`config.mk`:
```
export PLATFORM = sky130hd
export DESIGN_NAME = sprite_dispatcher
export DESIGN_NICKNAME = d
export VERILOG_FILES = /design/src/rtl/sprite_dispatcher_pkg.sv /design/src/rtl/sprite_dispatcher.sv
export SDC_FILE = /design/constraint.sdc
export NUM_CORES = 1
export LEC_CHECK = 0
export ABC_AREA = 1
export ABC_CLOCK_PERIOD_IN_PS = 3250
export CORE_UTILIZATION = 40
export DETAILED_ROUTE_END_ITERATION = 10
export PLACE_DENSITY = 0.68
export SLEW_MARGIN = 20
export SYNTH_ARGS = -nofsm -noshare
export SYNTH_HDL_FRONTEND = slang
export SYNTH_SLANG_ARGS = --single-unit
```
`constraint.sdc`:
```
create_clock -name clk -period 3.25 [get_ports clk]
set_input_delay 0.975 -clock clk [delete_from_list [all_inputs] [get_ports clk]]
set_output_delay 0.975 -clock clk [all_outputs]
set_load 0.01 [all_outputs]
```
`src/rtl/sprite_dispatcher_pkg.sv`:
```
// rtl/sprite_dispatcher_pkg.sv - tile geometry constants and dispatcher state encoding
package sprite_dispatcher_pkg;

  localparam int TILE_W    = 16;
  localparam int TILE_H    = 2;
  localparam int PIX_W     = 8;
  localparam int TEX_ROW_W = TILE_W * PIX_W;
  localparam int TEX_W     = TILE_H * TEX_ROW_W;

  typedef enum logic [1:0] {
    IDLE   = 2'd0,
    FETCH0 = 2'd1,
    FETCH1 = 2'd2,
    ISSUE  = 2'd3
  } state_t;

endpackage

```
`src/rtl/sprite_dispatcher.sv`:
```
// rtl/sprite_dispatcher.sv - fetches two texture rows per sprite command and broadcasts them to the tile array
module sprite_dispatcher
  import sprite_dispatcher_pkg::*;
#(
  parameter int ADDR_W     = 16,
  parameter int ROW_STRIDE = 1
) (
  input  logic                 clk,
  input  logic                 reset_n,
  input  logic                 i_cmd_valid,
  output logic                 o_cmd_ready,
  input  logic [ADDR_W-1:0]    i_cmd_base,
  input  logic [3:0]           i_cmd_start_x,
  input  logic [7:0]           i_cmd_z,
  input  logic                 i_cmd_last,
  output logic                 o_mem_req,
  output logic [ADDR_W-1:0]    o_mem_addr,
  input  logic                 i_mem_ack,
  input  logic [TEX_ROW_W-1:0] i_mem_data,
  output logic                 o_ena,
  output logic [TEX_W-1:0]     o_texture_data,
  output logic [3:0]           o_start_x,
  output logic [7:0]           o_position_z,
  output logic                 o_tile_done,
  output logic                 o_busy
);

  localparam logic [ADDR_W-1:0] STRIDE = ADDR_W'(ROW_STRIDE);

  state_t                 state, state_nxt;
  logic [ADDR_W-1:0]      base_q;
  logic [3:0]             start_x_q;
  logic [7:0]             z_q;
  logic                   last_q;
  logic [TEX_ROW_W-1:0]   row0_q;
  logic                   take_cmd, cap_row0, cap_row1;

  always_comb begin
    state_nxt   = state;
    o_cmd_ready = 1'b0;
    o_mem_req   = 1'b0;
    o_mem_addr  = '0;
    o_ena       = 1'b0;
    take_cmd    = 1'b0;
    cap_row0    = 1'b0;
    cap_row1    = 1'b0;
    case (state)
      IDLE: begin
        o_cmd_ready = 1'b1;
        if (i_cmd_valid) begin
          take_cmd  = 1'b1;
          state_nxt = FETCH0;
        end
      end
      FETCH0: begin
        o_mem_req  = 1'b1;
        o_mem_addr = base_q;
        if (i_mem_ack) begin
          cap_row0  = 1'b1;
          state_nxt = FETCH1;
        end
      end
      FETCH1: begin
        // Address wraps modulo 2^ADDR_W by the sum's width.
        o_mem_req  = 1'b1;
        o_mem_addr = base_q + STRIDE;
        if (i_mem_ack) begin
          cap_row1  = 1'b1;
          state_nxt = ISSUE;
        end
      end
      ISSUE: begin
        o_ena       = 1'b1;
        o_cmd_ready = 1'b1;
        if (i_cmd_valid) begin
          take_cmd  = 1'b1;
          state_nxt = FETCH0;
        end else begin
          state_nxt = IDLE;
        end
      end
      default: state_nxt = IDLE;
    endcase
  end

  assign o_busy = (state != IDLE);

  always_ff @(posedge clk or negedge reset_n) begin
    if (!reset_n) begin
      state          <= IDLE;
      base_q         <= '0;
      start_x_q      <= '0;
      z_q            <= '0;
      last_q         <= 1'b0;
      row0_q         <= '0;
      o_texture_data <= '0;
      o_start_x      <= '0;
      o_position_z   <= '0;
      o_tile_done    <= 1'b0;
    end else begin
      state <= state_nxt;
      if (take_cmd) begin
        base_q    <= i_cmd_base;
        start_x_q <= i_cmd_start_x;
        z_q       <= i_cmd_z;
        last_q    <= i_cmd_last;
      end
      if (cap_row0) row0_q <= i_mem_data;
      // Broadcast registers load as the ISSUE state is entered and then hold.
      if (cap_row1) begin
        o_texture_data <= {i_mem_data, row0_q};
        o_start_x      <= start_x_q;
        o_position_z   <= z_q;
      end
      o_tile_done <= (state == ISSUE) && last_q;
    end
  end

endmodule
```
==> run metrics, run 1 <==
VDD IR max=0.494 mV; Die X-Extent=205 um; Leakage=11.0 nW; Placement Setup Slack=0.274 ns; Antenna Nets Post-Route=0; fillers=3481; area of the core=40700 sq um; clk slew on worst S/H paths=0.06 ns; total die area=42100 sq um; Mapped Cells=1481; Slew Limit Fails=0; Reg area=10700 sq um; Setup Skew=0.0259 ns; max-cap violations=0; post-route setup TNS=0 ns; H-Tree Level Count=2; Chip Height=205 um; total number of vias=12028; layout cell share with drive strength beyond 1=14.4%; worst relative slew slack=59.0%; initial antenna violation count=0; worst path arrival time=2.11 ns; Final Hold Fails=0; CP delay by family, top=simple AND/OR/NAND/NOR gates; io pins=450; router iterations before antenna repair=5; Clk Latency, worst-skew pair=0.56 ns; synth warn=0; top-count cell post-synth=dfrtp_1; synth unique cells=21; post-synth top area share=64.9%; Hold Path Class=input pin to async pin; DRT Wirelength=41.8 mm; FF+latch count, synth=428; Synth area leader=dfrtp_1; Least-Margin Pin Slew=0.615 ns; fmax=324 MHz; PD cells=1000 nW/um^2; CP Cell Sequence=ha_2 -> nand3_1 -> nor2_2 -> nand3_1 -> nand2_1 -> nand2_1 -> a21oi_1 -> dlygate4sd2_1; total grt overflow=0; Final Critical Period=3.08 ns; synthesized area per cell=11.2 sq um; Final setup viols=0; DRC viols=0; CTS tree=done; Top FF cell, synth=dfrtp_1; Final Cycle Share=94.8%; startpoint type of the worst setup path=flop; placement row count=74; PortBufs=449; area delta synth->final=40.5%; Max clock buf depth=3; net count after synthesis=1648; unrepaired setup endpoints after global routing=false; r2r startpoint=state[0]; post-route setup slack=0.168 ns; multi-input logic area=4780 sq um; first-pass GRT wire length=65.6 mm; Critical Path Max Stage Delay=0.40 ns; drt wl/cell=16.7 um; total CTS buffers=45; top post-synthesis cells by area=dfrtp_1 (65%), mux2_2 (11%), o21ai_0 (8.2%), nand2_1 (7.2%), inv_1 (3.5%); DR iter-0 viols=758; Netlist Area Pre-Place=16500 sq um; Post-synth EDFFs=0; initial core utilization=40.5%; Worst EP required=2.27 ns; WS Path Type=flop to primary output; top post-synthesis cells by count=dfrtp_1 (428), nand2_1 (315), o21ai_0 (271), mux2_2 (155), inv_1 (154); HPWL reported at the end of detailed placement=29.6 mm; total track usage=19.9%; Seq/Total Area, Yosys=64.9%; Critical Path End Type=primary output; CTS root buf=clkbuf_16; WP buf/inv=1; nets@finish=2106; vias in the first global route=12258; CP max FO=4; ys async rst share=100%; largest net degree at the start of global routing=111; Final Wtd Congestion=0.886; beginning of the critical path=base_q[1]; CP max-delay cell=dfrtp_1; outcome=finished, final reports clean; Via density=4.80; clk sinks=428
-- path summary, 6_finish.rpt --
kind                       slack (ns)  depth (start not counted)                   to
max                              0.17                          8       o_mem_addr[14]
min                              0.38                          1  o_texture_data[211]
max reg2reg                      1.23                          6           base_q[10]
min reg2reg                      0.47                          2          o_tile_done
max in group asynchronous        2.02                          2             state[1]
min in group clk                 0.47                          2          o_tile_done
-- kinds of logic (layout without fill, tap and decap cells) --
family                   Yosys count  count (layout)  share of synthesized area, %
other                              0               3                             0
flip-flops                       428             428                          64.9
adder cells (fa/ha/maj)            6               6                         0.455
multiplexers                     158             158                          10.8
AND/OR/NAND/NOR                  354             354                          8.17
AO/OA/AOI/OAI                    300             300                          9.11
buffers and inverters            235             725                          6.64
-- routing by layer --
| metal | vias to the layer above | routed length [um] | part of all wire (%) | track usage (%) |
|---|---|---|---|---|
| met5 | - | 0 | 0 | 0 |
| met4 | 0 | 1870 | 4.5 | 10.0 |
| met3 | 105 | 3180 | 7.6 | 5.81 |
| met2 | 379 | 19600 | 47 | 31.5 |
| met1 | 5843 | 17200 | 41 | 24.9 |
| li1 | 5701 | - | - | - |
-- report_power, final --
| part | internal (mW) | switching (mW) | total [mW] |
|---|---|---|---|
| Combinational | 4.91 | 4.20 | 9.11 |
| Sequential | 7.79 | 1.34 | 9.14 |
| Clock | 3.00 | 2.05 | 5.05 |
| Total | 15.7 | 7.59 | 23.3 |
-- state kept, by name, summed over array words and instances, names as in the netlist --
name and count:
row0_q 128, base_q 16, last_q 1, o_texture_data 256, o_start_x 4, o_tile_done 1, start_x_q 4, z_q 8
state 2, o_position_z 8
-- cells in the final DEF, fill, tap and decap left out, types with 2 or more instances in the layout --
cell,instances
mux2_1,3
clkbuf_16,46
buf_12,14
clkbuf_8,11
inv_2,4
bufinv_16,2
nor2_2,3
nand2_1,313
mux2_2,155
dfrtp_1,427
a21oi_1,27
diode_2,3
clkdlybuf4s15_1,2
ha_4,3
buf_4,28
inv_6,2
clkinv_2,8
clkdlybuf4s50_1,432
ha_1,2
inv_1,151
clkbuf_1,8
nand4_1,2
dlygate4sd2_1,13
o21ai_0,271
o22ai_1,2
nand3_1,9
nor2_1,23
-- stage by stage --
step | cells | utilization (%) | cell area, sq um | hold slack [ns] | power (mW)
2_1_floorplan | 1481 | - | 16500 | 0.431 | 13.4
3_3_place_gp | 2420 | 53.1 | 21600 | 0.439 | 18.1
3_5_place_dp | 2420 | 53.1 | 21600 | 0.457 | 18.4
4_1_cts | 2502 | 56.9 | 23200 | 0.384 | 23.6
5_1_grt | 2503 | 56.9 | 23200 | 0.410 | 24.9
6_report | 2506 | 56.9 | 23200 | 0.379 | 23.3
-- layout make-up --
cell class | count | share of cell area, %
clock inverters | 14 | 0.610
well taps | 532 | 2.87
flip-flops and latches | 428 | 46.2
repair buffers | 491 | 21.5
multi-input cells | 818 | 20.6
inverters | 155 | 2.51
clock buffers | 65 | 5.74
diodes | 3 | 0.0324
-- repair_timing --
item	4_1_cts	5_1_grt
hold buffers	0	0
buffers inserted	3	1
endpoints found under the setup margin	18	4
pin swaps	1	1
cloned	0	0
gates resized for setup	26	7
Power figures use the tool's default switching activity.
==> run 2: changes to the inputs <==
--- a/config.mk
+++ b/config.mk
@@ -9,6 +9,7 @@
 export ABC_CLOCK_PERIOD_IN_PS = 3250
 export CORE_UTILIZATION = 40
 export DETAILED_ROUTE_END_ITERATION = 10
+export HOLD_SLACK_MARGIN = 0.02
 export PLACE_DENSITY = 0.68
 export SLEW_MARGIN = 20
 export SYNTH_ARGS = -nofsm -noshare
==> results of run 2 <==
The final DEF is identical to that of run 1; final timing and power are the same.
==> run 3: changes to the inputs <==
--- a/config.mk
+++ b/config.mk
@@ -6,7 +6,7 @@
 export NUM_CORES = 1
 export LEC_CHECK = 0
 export ABC_AREA = 1
-export ABC_CLOCK_PERIOD_IN_PS = 3250
+export ABC_CLOCK_PERIOD_IN_PS = 3000
 export CORE_UTILIZATION = 40
 export DETAILED_ROUTE_END_ITERATION = 10
 export HOLD_SLACK_MARGIN = 0.02
==> constraint.sdc (replaced) <==
create_clock -name clk -period 3 [get_ports clk]
set_input_delay 0.9 -clock clk [delete_from_list [all_inputs] [get_ports clk]]
set_output_delay 0.9 -clock clk [all_outputs]
set_load 0.01 [all_outputs]
==> run 3 against run 2 <==
Register-to-register slack worse by 0.19 ns. Via count down 0.32%. Clock power up 13%. Non-clock buffer count up 8. Hold slack worse by 0.16 ns. Critical path depth unchanged. Critical path type unchanged. Largest cell class unchanged.
==> run metrics, run 3 (synthesis gave the netlist of run 1 again) <==
outcome=finished, final reports clean; Psw=8.32 mW; Via density=4.77; Final Wtd Congestion=0.823; total number of vias=11989; Final Cycle Share=97.1%; Clk network pwr share=22.2%; CTS Hold Buffers Added=0; layout cell share with drive strength beyond 1=15.2%; Leakage=11.0 nW; initial antenna violation count=1; DRC viols=0; drt wl/cell=16.6 um; number of flip-flops in the largest register=256; Hold Path Class=input pin to async pin; CTS root buf=clkbuf_16; max-cap violations=0; Final Critical Period=2.91 ns; Reg area=10700 sq um; Final Hold Fails=0; commonest non-fill, non-tap cells in the layout=clkdlybuf4s50_1 (430), dfrtp_1 (426), nand2_1 (312); initial core utilization=40.5%; WS Path Type=flop to primary output; CP max FO=3; most flop-heavy register=o_texture_data; Final setup viols=0; fillers=3456; nets@finish=2114; total die area=42100 sq um; Chip Height=205 um; worst path arrival time=2.01 ns; unrepaired setup endpoints after global routing=true; Slew Limit Fails=0; CTS tree=done; Critical Path End Type=primary output; Least-Margin Pin Slew=0.485 ns; Antenna Nets Post-Route=0; PD cells=1100 nW/um^2; vias in the first global route=11882; Worst EP required=2.10 ns; clk slew on worst S/H paths=0.06 ns; router iterations before antenna repair=7; DRT Wirelength=41.8 mm; first-pass GRT wire length=64.5 mm; startpoint type of the worst setup path=flop; Design Power=25.6 mW; total track usage=19.7%; fmax=343 MHz; VDD IR max=0.527 mV; total CTS buffers=45; sequential power share=38.6%; Clk Latency, worst-skew pair=0.56 ns; Max clock buf depth=3; placed cell areas=21700 sq um; area of the core=40700 sq um; DR iter-0 viols=633; H-Tree Level Count=2; clk sinks=428; worst relative slew slack=67.6%; largest net degree at the start of global routing=112; PortBufs=449; combinational share of power=39.2%; area delta synth->final=41.3%; placement row count=74; leading cell type in the layout, fill and taps excluded=clkdlybuf4s50_1; switching part of the total=32.5%; internal power=17.3 mW; Die X-Extent=205 um; Setup Skew=0.0156 ns; Final Cell Area=23300 sq um; io pins=450; HPWL reported at the end of detailed placement=29.3 mm; total grt overflow=0; top flop regs=o_texture_data x256, row0_q x128, base_q x16; multi-input logic area=4800 sq um
-- run 3: final timing paths --
| path | start | end | slack, ns | cells after the start |
|---|---|---|---|---|
| worst max-delay path | base_q[0] | o_mem_addr[6] | 0.09 | 8 |
| worst min-delay path | reset_n | o_texture_data[211] | 0.22 | 1 |
| worst max register to register | state[1] | o_texture_data[122] | 1.04 | 6 |
| worst min register to register | last_q | o_tile_done | 0.47 | 2 |
| max in group asynchronous | reset_n | state[1] | 1.96 | 2 |
| min in group clk | last_q | o_tile_done | 0.47 | 2 |
-- run 3: what timing repair did --
action	4_1_cts	5_1_grt
pin swaps	1	1
buffers inserted	10	0
gates cloned	0	0
gates resized for setup	34	24
setup endpoints to repair	18	14
-- run 3: area by class of cell --
type,count,area share [%]
antenna,1,0.0107
clock buffer,67,5.74
clock inverter,15,0.826
inverter,155,2.49
multi-input combinational,818,20.6
sequential,428,45.9
tap,532,2.85
timing repair buffer,499,21.6
-- run 3: routing by layer --
layer	track usage [%]	vias up	wire [um]
met5	0	-	0
met4	8.02	0	1440
met3	5.51	81	2990
met2	31.7	353	20000
met1	24.9	5834	17300
li1	-	5721	-
-- run 3: power groups by stage --
stage | combinational (mW) | clock, mW | sequential, mW
after floorplan | 4.02 | 0 | 10.5
after global placement | 9.78 | 0 | 9.84
after detailed placement | 9.95 | 0 | 9.96
after CTS | 10.1 | 5.85 | 9.89
after global routing | 10.9 | 6.08 | 10.2
final | 10.0 | 5.69 | 9.88
-- run 3: per-stage QoR --
step	TNS (ns)	setup slack (ns)	hold slack, ns	instances	util (%)
after CTS	-0.00998	-0.00998	0.193	2514	57.2
after floorplan	0	0.705	0.431	1481	-
after global placement	0	0.127	0.438	2422	53.2
after detailed placement	0	0.0483	0.457	2422	53.2
after global routing	-0.0163	-0.0124	0.208	2515	57.3
final	0	0.0879	0.217	2515	57.3
-- run 3: critical path, cell delays in order (launching register included) --
cell           delay (ns)
dfrtp_1              0.36
ha_2                 0.20
nand3_1              0.12
nor2_2               0.19
buf_4                0.14
nand2_1              0.05
nand2_1              0.06
a21oi_1              0.05
dlygate4sd2_1        0.30
==> patch 1, RTL diff (flow settings as in run 3) <==
The package constant `PIX_W` goes from 8 to 10.
--- a/src/rtl/sprite_dispatcher_pkg.sv
+++ b/src/rtl/sprite_dispatcher_pkg.sv
@@ -3,7 +3,7 @@
 
   localparam int TILE_W    = 16;
   localparam int TILE_H    = 2;
-  localparam int PIX_W     = 8;
+  localparam int PIX_W     = 10;
   localparam int TEX_ROW_W = TILE_W * PIX_W;
   localparam int TEX_W     = TILE_H * TEX_ROW_W;
 
Ports: changed (resized i_mem_data and o_texture_data); port bits go from 450 to 546. The function was not compared with the original's and may differ.
==> patch 1 against run 3 <==
  * Wire length is 33% higher
  * Setup slack hardly changed
  * Synthesized cell count is 21% higher
  * Synthesized area is 23% higher
  * Maximum frequency hardly changed
  * Design area is 23% higher
  * Combinational power is 28% higher
  * First-iteration DRC count is 33% higher
  * Total power is 23% higher
  * Critical path depth stayed put
  * Final cell count is 22% higher
  * Sequential cell count is 96 higher
==> patch 1: results <==
[synthesis]
syn_nets = 1985
yosysWarningCount = 0
ys_seq_area_share_pct = 64.3
synth_async_sr_flop_share_pct = 100
ys_types = 22
synth_common_cells = 524 x dfrtp_1, 379 x nand2_1, 256 x o21ai_0
synth.area.top_cells = dfrtp_1 64%, mux2_4 7.4%, nand2_1 7.0%, o21ai_0 6.3%, mux2_2 3.8%
synthCells = 1786

[critical_path]
cp.arrival_ps = 2010
crit_family = buffers and inverters
r2r_end = o_texture_data[42]
rrSetupSlack_ps = 1020
slowest_stage = dfrtp_1
crit_fanout = 4
r2r_start = state[1]
slowest_delay_ps = 390
rr_worst_depth = 7

[clocking]
htree_levels = 2
cts_inserted_buffers = 54
clock_latency_ps = 600
clkTransAtPathRegs_ps = 60
clockBufferDepth = 3
cts_root_buf = clkbuf_16

[placed_design]
dpl.cell_count = 2954
dp_worst_setup_slack_ps = 144
placed_area_um2 = 26800
io_buffers = 545
dp_hpwl_um = 39600
routabilityCongestion = 0.865

[timing]
fin_worst_skew_ps = 16.6
relSlewSlack_pct = 57.3
setup_viol_count_final = 0

[final_layout]
drive_gt1_share_pct = 15.0
top_regs = o_texture_data x320, row0_q x160, base_q x16
fin_util_pct = 57.2
nets = 2548
fill_cells = 4161

[detailed_routing]
drt-total-wl_um = 55600
first_pass_iters = 5
num_vias = 14600
wl_per_cell_um = 18.1
drtIter0Drc = 841

[flow_run]
maxCapViolations = 0

[power_and_ir_drop]
p_leak_nw = 13.8
max-vdd-ir-drop_mv = 0.587

[global_routing]
grt_max_degree = 143
grtUsageTotal_pct = 21.4
grt_pass1_wl_um = 87500
antenna_found_initial = 4

[worst_hold_path]
hold_class = input port to asynchronous set/reset pin

[run_status]
status = finished clean
patch 1: cell count changes after synthesis, sizes merged:
cell	delta
buf	+5
clkbuf	+12
dfrtp	+96
inv	+32
mux2	+32
nand2	+64
o21ai	+64
patch 1: cell families after synthesis:
group	after synthesis	synth area share (%)
adder cells (fa/ha/maj)	6	0.368
AND/OR/NAND/NOR	418	7.82
buffers and inverters	284	6.18
AO/OA/AOI/OAI	364	8.95
multiplexers	190	12.3
flip-flops	524	64.3
patch 1: per-stage QoR:
stage | power [W] | hold slack, ps
floorplan | 0.0181 | 431
global placement | 0.0247 | 438
detailed placement | 0.0250 | 452
CTS | 0.0318 | 265
global route | 0.0335 | 277
finish | 0.0316 | 274
patch 1: power breakdown:
| part | switching, W | internal (W) |
|---|---|---|
| registers | 0.00195 | 0.0103 |
| logic | 0.00576 | 0.00700 |
| clock network | 0.00278 | 0.00380 |
patch 1: routing by layer:
| metal | GRT usage (%) | vias to the layer above | routed length (um) |
|---|---|---|---|
| met5 | 0 | - | 13 |
| met4 | 6.19 | 2 | 1370 |
| met3 | 5.64 | 87 | 3720 |
| met2 | 35.3 | 483 | 26800 |
| met1 | 27.8 | 7175 | 23600 |
| li1 | - | 6898 | - |
patch 1: worst register-to-register path: cells and delay by family (launching register included):
kind / cells / cell delay, ps
adders and majority gates: 1 / 190
buffers and inverters: 4 / 790
DFF: 1 / 410
muxes: 1 / 390
and+or+nand+nor: 1 / 70
patch 1: layout make-up:
class,count,share of cell area (%)
timing repair buffer,604,21.4
clock buffer,76,5.31
antenna,2,0.0174
tap,672,2.93
inverter,187,2.46
multi-input combinational,978,21.4
clock inverter,21,0.741
sequential,524,45.7
patch 1: how the worst max path moves through the flow:
stage                         start             end  slack, ps  cells after the start
after floorplan            state[1]  o_mem_addr[10]        700                      5
after global placement     state[0]   o_mem_addr[6]        180                      6
after detailed placement   state[0]   o_mem_addr[6]        140                      6
after CTS                 base_q[1]  o_mem_addr[12]        0.5                      8
after global routing      base_q[1]  o_mem_addr[13]        -30                      8
final                     base_q[0]  o_mem_addr[11]         90                      8
patch 1: timing repair:
action / 4_1_cts / 5_1_grt
cloned: 0 / 0
pin swaps: 2 / 2
gates resized for setup: 56 / 34
setup buffers: 6 / 5
setup endpoints to repair: 18 / 16
hold buffers: 0 / 0
==> patch 2, RTL diff (config.mk and constraints of run 3) <==
Made on the original files. Re-encode `state_t` (4 states) as one-hot, 4 bits wide.
--- a/src/rtl/sprite_dispatcher_pkg.sv
+++ b/src/rtl/sprite_dispatcher_pkg.sv
@@ -7,11 +7,11 @@
   localparam int TEX_ROW_W = TILE_W * PIX_W;
   localparam int TEX_W     = TILE_H * TEX_ROW_W;
 
-  typedef enum logic [1:0] {
-    IDLE   = 2'd0,
-    FETCH0 = 2'd1,
-    FETCH1 = 2'd2,
-    ISSUE  = 2'd3
+  typedef enum logic [3:0] {
+    IDLE   = 4'b0001,
+    FETCH0 = 4'b0010,
+    FETCH1 = 4'b0100,
+    ISSUE  = 4'b1000
   } state_t;
 
 endpackage
Function: no difference found for any inputs over 4 cycles, from zero or initial values and one cycle with reset_n low; so few cycles prove little.
==> patch 2 against run 3 <==
  * Synthesized area grew 5.6%
  * Design area rose by 2.7%
  * Global-route usage grew 4.1 points
  * Non-clock buffer count shrank 8
  * Sequential power shrank 6.4%
  * Largest power group is now sequential cells
  * Wire length increased by 27%
  * Sequential cell count increased by 2
  * Setup slack lost 23 ps
  * Total power decreased by 13%
  * Register-to-register slack lost 760 ps
  * Critical path type unchanged
==> patch 2: results <==
[critical_path]
r2r_start = state[0]
rr_worst_depth = 7
r2r_end = o_texture_data[167]
crit_path_end = o_cmd_ready
crit_start = state[1]

[run_status]
status = finished clean

[final_layout]
antenna_cells = 2
seq_share_pct = 44.9
nets = 2544
final-clk-cell-share_pct = 6.20
fill_cells = 3845
n_all_inverters = 26
drive_gt1_share_pct = 6.05
n_all_buffers = 491
clock_buffer_count = 71
buf_share_pct = 20.6
multi_input_cells = 1387

[placed_design]
dp_hpwl_um = 34300
routabilityCongestion = 0.855
dp_worst_setup_slack_ps = 205

[synthesis]
synth-adder-area-share_pct = 0.0718
ys_ff_latch = 430
synthMuxAreaShare_pct = 0
synth.area.top_cells = dfrtp_1 62%, nand2_1 19%, o21ai_0 6.5%, nand3_1 4.8%, o21ai_1 1.6%
syn_nets = 2146
synth_common_cells = 881 x nand2_1, 429 x dfrtp_1, 225 x o21ai_0
synth_compound_area_share_pct = 8.66

[power_and_ir_drop]
max-vdd-ir-drop_mv = 0.628

[detailed_routing]
routed.top_layer = met5
met3WireLength_um = 3560
drtIter0Drc = 1212
drt-total-wl_um = 53100
vias_per_cell = 5.02
met2_wirelength_um = 24800

[global_routing]
grtUsageMet1_pct = 31.7
globalRouteMet2Util_pct = 37.4
antenna_found_initial = 2
grt_max_degree = 149
grt_pass1_vias = 14800
grt_util_met3_pct = 5.80

[clocking]
cts_inserted_buffers = 46

[timing]
clock.fmax_mhz = 341
fin_worst_skew_ps = 11.7
relSlewSlack_pct = 26.1
## patch 2: stage by stage
stage               hold slack (ps)  cell area (um^2)  util [%]  cells
floorplan                       442             17400         -   1984
global placement                453             22400      51.9   2910
detailed placement              458             22400      51.9   2910
CTS                             275             23900      55.5   2993
global route                    293             24000      55.6   3000
finish                          274             24000      55.6   3001
## patch 2: worst max-delay path, cell delays in order, from the launching register on
cell	delay (ps)
dfrtp_1	370
nor2_1	110
buf_4	160
nand3_2	160
nand2_1	130
clkdlybuf4s50_1	540
## patch 2: power by group
| part | switching (W) | internal [W] | leakage [nW] |
|---|---|---|---|
| clock network | 0.00227 | 0.00334 | 0.730 |
| registers | 0.00121 | 0.00804 | 5.56 |
| logic | 0.00385 | 0.00356 | 5.63 |
| total | 0.00732 | 0.0149 | 11.9 |
## patch 2: repair_timing
| action | in CTS | in global routing |
|---|---|---|
| pin swaps | 0 | 2 |
| gates resized for setup | 42 | 28 |
| setup endpoints to repair | 19 | 14 |
| setup buffers | 3 | 6 |
